--- src/rtl/seq_detector_param.sv ---
// Runtime-configurable serial sequence detector with valid qualifier and registered match pulse.
// Optional saturating match counter enabled by defining SEQ_DET_COUNT_EN.
module seq_detector_param #(
  parameter int unsigned      PAT_W       = 8,
  parameter logic [PAT_W-1:0] DEF_PATTERN = 8'b0000_0101,
  parameter int unsigned      DEF_LEN     = 3,
  parameter bit               DEF_OVERLAP = 1'b0
`ifdef SEQ_DET_COUNT_EN
  , parameter int unsigned    CNT_W       = 16
`endif
) (
  input  logic                       clk,
  input  logic                       reset,
  input  logic                       in_valid,
  input  logic                       in,
  input  logic                       cfg_load,
  input  logic [PAT_W-1:0]           cfg_pattern,
  input  logic [$clog2(PAT_W+1)-1:0] cfg_len,
  input  logic                       cfg_overlap,
  output logic                       match,
  output logic                       busy
`ifdef SEQ_DET_COUNT_EN
  , output logic [CNT_W-1:0]         match_count
`endif
);

  localparam int unsigned LW = $clog2(PAT_W+1);

  typedef enum logic [1:0] {IDLE, ACCUM, ARMED} state_e;

  state_e           state_q, state_d;
  logic [PAT_W-1:0] pattern_q, pattern_d;
  logic [LW-1:0]    len_q, len_d;
  logic             overlap_q, overlap_d;
  // The oldest history bit is never compared after the shift, so only PAT_W-1 bits are stored.
  logic [PAT_W-2:0] history_q, history_d;
  logic [LW-1:0]    fill_q, fill_d;
  logic             match_q, match_d;
  logic             busy_q, busy_d;
`ifdef SEQ_DET_COUNT_EN
  logic [CNT_W-1:0] count_q, count_d;
`endif

  logic [PAT_W-1:0] hist_shift;
  logic [PAT_W-1:0] len_mask;
  logic [LW-1:0]    fill_inc;
  logic [LW-1:0]    cfg_len_clamped;
  logic             hit;

  always_comb begin
    hist_shift = {history_q, in};
    fill_inc   = (fill_q == LW'(PAT_W)) ? fill_q : fill_q + LW'(1);
    len_mask   = '0;
    for (int unsigned i = 0; i < PAT_W; i++) begin
      len_mask[i] = (i < 32'(len_q));
    end
    hit = (len_q != '0) && (fill_inc >= len_q) &&
          (((hist_shift ^ pattern_q) & len_mask) == '0);
    cfg_len_clamped = (cfg_len > LW'(PAT_W)) ? LW'(PAT_W) : cfg_len;

    state_d   = state_q;
    pattern_d = pattern_q;
    len_d     = len_q;
    overlap_d = overlap_q;
    history_d = history_q;
    fill_d    = fill_q;
    match_d   = 1'b0;
`ifdef SEQ_DET_COUNT_EN
    count_d   = count_q;
`endif

    if (cfg_load) begin
      pattern_d = cfg_pattern;
      len_d     = cfg_len_clamped;
      overlap_d = cfg_overlap;
      history_d = '0;
      fill_d    = '0;
`ifdef SEQ_DET_COUNT_EN
      count_d   = '0;
`endif
    end else if (in_valid) begin
      history_d = hist_shift[PAT_W-2:0];
      fill_d    = fill_inc;
      if (hit) begin
        match_d = 1'b1;
`ifdef SEQ_DET_COUNT_EN
        if (count_q != '1) count_d = count_q + CNT_W'(1);
`endif
        if (!overlap_q) begin
          history_d = '0;
          fill_d    = '0;
        end
      end
    end

    if (cfg_load || in_valid) begin
      if (fill_d == '0)         state_d = IDLE;
      else if (fill_d >= len_d) state_d = ARMED;
      else                      state_d = ACCUM;
    end

    busy_d = (fill_d != '0);
  end

  always_ff @(posedge clk) begin
    if (!reset) begin
      state_q   <= IDLE;
      pattern_q <= DEF_PATTERN;
      len_q     <= LW'(DEF_LEN);
      overlap_q <= DEF_OVERLAP;
      history_q <= '0;
      fill_q    <= '0;
      match_q   <= 1'b0;
      busy_q    <= 1'b0;
`ifdef SEQ_DET_COUNT_EN
      count_q   <= '0;
`endif
    end else begin
      state_q   <= state_d;
      pattern_q <= pattern_d;
      len_q     <= len_d;
      overlap_q <= overlap_d;
      history_q <= history_d;
      fill_q    <= fill_d;
      match_q   <= match_d;
      busy_q    <= busy_d;
`ifdef SEQ_DET_COUNT_EN
      count_q   <= count_d;
`endif
    end
  end

  assign match = match_q;
  assign busy  = busy_q;
`ifdef SEQ_DET_COUNT_EN
  assign match_count = count_q;
`endif

endmodule
--- config.mk ---
export PLATFORM = sky130hd
export DESIGN_NAME = seq_detector_param
export DESIGN_NICKNAME = d
export VERILOG_FILES = /design/src/rtl/seq_detector_param.sv
export SDC_FILE = /design/constraint.sdc
export NUM_CORES = 1
export LEC_CHECK = 0
export BUFFER_PORTS_ARGS = -buffer_cell sky130_fd_sc_hd__buf_2
export CAP_MARGIN = 10
export CORE_MARGIN = 2
export CORE_UTILIZATION = 60
export CTS_CLUSTER_DIAMETER = 60
export CTS_CLUSTER_SIZE = 24
export DETAILED_ROUTE_END_ITERATION = 10
export PLACE_DENSITY_LB_ADDON = 0.1
export SLEW_MARGIN = 10
export SYNTH_ARGS = -nofsm -noshare
export SYNTH_HDL_FRONTEND = slang
export SYNTH_SLANG_ARGS = --single-unit
--- constraint.sdc ---
create_clock -name clk -period 4.2 [get_ports clk]
set_clock_uncertainty 0.15 [all_clocks]
set_input_delay 0.42 -clock clk [delete_from_list [all_inputs] [get_ports clk]]
set_output_delay 0.42 -clock clk [all_outputs]
set_load 0.005 [all_outputs]
# == After elaboration in Yosys (flattened, before gate mapping) ==
# Cells that the tools add are included.
# W data, S select, Z words.
# word_totals
rom_bits,0
ramBits,0
latchBits,0
in_bits,18
mem_count,0
register_bits,26
# classes
shifts,0
multipliers,0
magnitude_cmp,10
bitwise,4
reduce_logical,7
div_mod_pow,0
n_eq_ne,1
n_mux,9
n_addsub,1
# op_table
op,n
$mux W4,6
$lt A3 B4 Y1 const A,4
$mux W7,2
$and A8 B8 Y8,1
$logic_not A8 Y1,1
$lt A1 B4 Y1 const A,2
$lt A2 B4 Y1 const A,2
$reduce_bool A4 Y1,2
$xor A8 B8 Y8,1
$add A4 B1 Y4 const B,1
$eq A4 B4 Y1 const B,1
$ge A4 B4 Y1,1
$gt A4 B4 Y1 const B,1
$reduce_or A3 Y1,1
$logic_and A1 B1 Y1,2
$not A1 Y1,2
$reduce_or A2 Y1,1
$mux W1,1

# == Longest topological paths before layout ==
# depth
ltp_word,9
ltp_mapped,12
ltp_nobuf,11

# == Least setup slack after synthesis ==
# Ideal clock, no wire load.
# synth_timing
path_kind,register to register
start,register fill_q[0]
end,register busy_q (netlist: busy)
path_stages_with_launch,13
slack_ns,1.409
t_arrival_ns,2.546
t_required_ns,3.955
cell_sequence,dfxtp_1 inv_1 ha_1 nand2_1 nor2_1 xnor2_1 ha_1 nand2b_1 a2111o_1 nand4_1 buf_1 nor3_1 a221oi_1
# synth_via
elab_chain_len,9
word_cells_on_any_way,11
cone_classes,add/sub: 1; order compare: 1; eq/ne: 1; mux: 5; reduce/logical: 3
# synth_rtl
item,line_no,text
start: declaration,37,"logic [LW-1:0] fill_q, fill_d;"
start signal: assignment,124,fill_q <= fill_d;
$add A4 B1 Y4 or $eq A4 B4 Y1 (tied branches),52,fill_inc = (fill_q == LW'(PAT_W)) ? fill_q : fill_q + LW'(1);
$mux W4,52,
$ge A4 B4 Y1,57,hit = (len_q != '0) && (fill_inc >= len_q) &&
$logic_and A1 B1 Y1 (2 in a row),57,
$mux W4,84,if (hit) begin
$mux W4 (*),81,end else if (in_valid) begin
$mux W4 (*),72,if (cfg_load) begin
$reduce_bool A4 Y1 (*),102,busy_d = (fill_d != '0);
end signal: assignment,126,busy_q <= busy_d;
end: declaration,39,"logic busy_q, busy_d;"
# Every way passes the cells marked *; elsewhere a longest branch is shown, timed or not.
# A chain may end at the register's enable or synchronous reset.

# == Worst setup path in the final report ==
# Same ends and word-level chain as after synthesis.

==> impl_metrics.ini <==
[critical_path]
criticalPathCategory = flop to flop
worstPathRequired_ps = 4280
critPathArrivalTime_ps = 3140
r2r_end = busy
reg2reg_slack_ps = 1140
startpoint_type = flop
endpoint_kind = flop
rr_startpoint = fill_q[0]
cp_max_fo = 13
r2r_cells = 11

[global_routing]
grt_first_pass_wirelength_um = 5040
antenna_found_initial = 0
overflow = 0
first_global_vias = 1120
grt_use_total = 0.245
grt_max_degree = 19

[clock_network]
hold_buffers = 0
cts-root-buf = clkbuf_4
clk_latency_ps = 310
ctsResizeCount = 0
cts_tree = done
cts_post_setup_buffers_inserted = 0
numCtsBuffers = 3
cts_num_sinks = 26
htreeDepth = 1
path_clk_slew_ps = 130
cts_buffer_depth = 2

[pwr]
ir_drop_mv = 0.231
leakage_nw = 0.587
power_density_nw_per_um2 = 294

[final_layout]
mostFrequentLayoutCells = 26 x dfxtp_1, 19 x buf_2, 17 x nand2_1
post-route-util = 0.683
layout_commonest_cell = dfxtp_1
multi_input_area_um2 = 811
syn_to_final_growth_pct = 7.86
ff_latch_area_um2 = 520
drive_gt1_frac = 0.160
fill_cells = 207
n_antenna_cell = 0
nets = 195

[yosys]
synth_cells = 156
yosys.area.top_type_share = 0.372
synthesis.area_um2 = 1400
synth_seq_cells = 26
synth_area_leaders = dfxtp_1 37%, mux2i_1 7.9%, xnor2_1 5.6%
yosys_most_used_dff = dfxtp_1
syn_nets = 180
ys_types = 38
yosysTopAreaCell = dfxtp_1
synth_edf_count = 0
synthArstFlopShare = 0
syn_avg_cell_area_um2 = 8.97
seq_area_frac_synth = 0.372
ys_warn_count = 0

[drt]
drt_pre_antenna_iters = 4
finalWirelength_um = 2990
drc = 0
vias = 1192
routed_via_density = 6.05
wl_per_cell_um = 15.2
drtIter0Drc = 35
postRouteAntennaNets = 0

[timing]
finalSetupTns_ps = 0
finalSetupViolations = 0
max_freq_ghz = 0.327
report.final.slew_viol_count = 0
min_period_over_period = 0.729
worst_slew_pin_slew_ps = 531
finalCriticalPeriod_ps = 3060
finalHoldViolCount = 0
relSlewSlack = 0.645
rsz0062_at_grt = no

[floorplan]
fp.dieArea_um2 = 2740
start_util = 0.633
io_pins = 20
core.rowCount = 17
core_um2 = 2210
die_h_um = 52.3
die_w_um = 52.3

[place]
port_buffers = 19
gp_congestion = 0.779
hpwlAfterDp_um = 2170

[worst_hold_path]
min_path_cells = 3
min_path_type = primary input to flop
hold_end = pattern_q[0]
worstHoldStart = cfg_pattern[0]

[outcome]
status = finished clean

[job]
maxCapViolCount = 0
[cell families (layout without fill, tap and decap cells)]
group,after synthesis,in the layout,synth area share
AOI/OAI and AO/OA,40,40,0.203
adders and majority gates,6,6,0.0536
xor gates and xnor gates,11,11,0.0688
and+or+nand+nor,46,46,0.175
buffers and inverters,16,29,0.0492
DFF,26,26,0.372
muxes,11,11,0.0786
[how the worst max path moves through the flow]
stage | from | end | cells after the start
2_1_floorplan | fill_q[0] | busy | 12
3_3_place_gp | fill_q[0] | busy | 11
3_5_place_dp | fill_q[0] | busy | 11
4_1_cts | fill_q[0] | busy | 11
5_1_grt | fill_q[0] | busy | 11
6_report | fill_q[0] | busy | 11
[worst max-delay path, cell delays in order (launching register included)]
cell and delay [ps]:
dfxtp_1 400, inv_1 130, ha_1 160, nand2_1 50, nor2_1 320, xnor2_1 170
ha_1 240, nand2b_1 130, a2111o_1 420, nand4_1 430, nor3_1 100, a221oi_1 270
[registers in the layout (all words and copies together) (netlist names)]
register and flops:
len_q 4, history_q 7, busy 1, overlap_q 1
match 1, pattern_q 8, fill_q 4
[through the flow]
stage               power [W]  hold WS, ps  worst slack (ps)  area (um2)  cells
floorplan            0.000325          308              1410        1400    156
global placement     0.000339          326              1340        1490    194
detailed placement   0.000344          334              1220        1490    194
CTS                  0.000444          174              1190        1510    197
global route         0.000463          178               932        1510    197
finish               0.000444          168              1140        1510    197
[power breakdown]
| part | internal, W | total (W) | switching (W) |
|---|---|---|---|
| clock | 0.0000336 | 0.000104 | 0.0000707 |
| combinational | 0.0000311 | 0.0000714 | 0.0000403 |
| sequential | 0.000256 | 0.000268 | 0.0000122 |
[per-layer routing]
layer  vias to the layer above  global-route usage  wire length [um]
met4                         0              0.0726                40
met1                       554               0.321              1320
met5                         -                   0                 0
met3                         6              0.0371               136
li1                        590                   -                 -
met2                        42               0.415              1490
[synthesized netlist by cell type (2+ instances only)]
master    count
nor2b_1       9
inv_1         7
nand2_1      17
nand3_1       5
o22ai_1       2
o311ai_1      6
dfxtp_1      26
nand2b_1      3
clkbuf_1      5
xnor2_1       9
nor3_1        2
o21ai_0       4
o311ai_0      4
o31ai_1       2
xor2_1        2
a21oi_1      12
ha_1          6
buf_1         2
mux2i_1      11
nor2_1        4
[final cells by class]
cell class	instances	share of cell area
tap	28	0.0232
timing repair buffer	19	0.0630
sequential	26	0.345
inverter	7	0.0174
clock buffer	3	0.0149
multi-input combinational	114	0.537
Power figures use the tool's default switching activity.
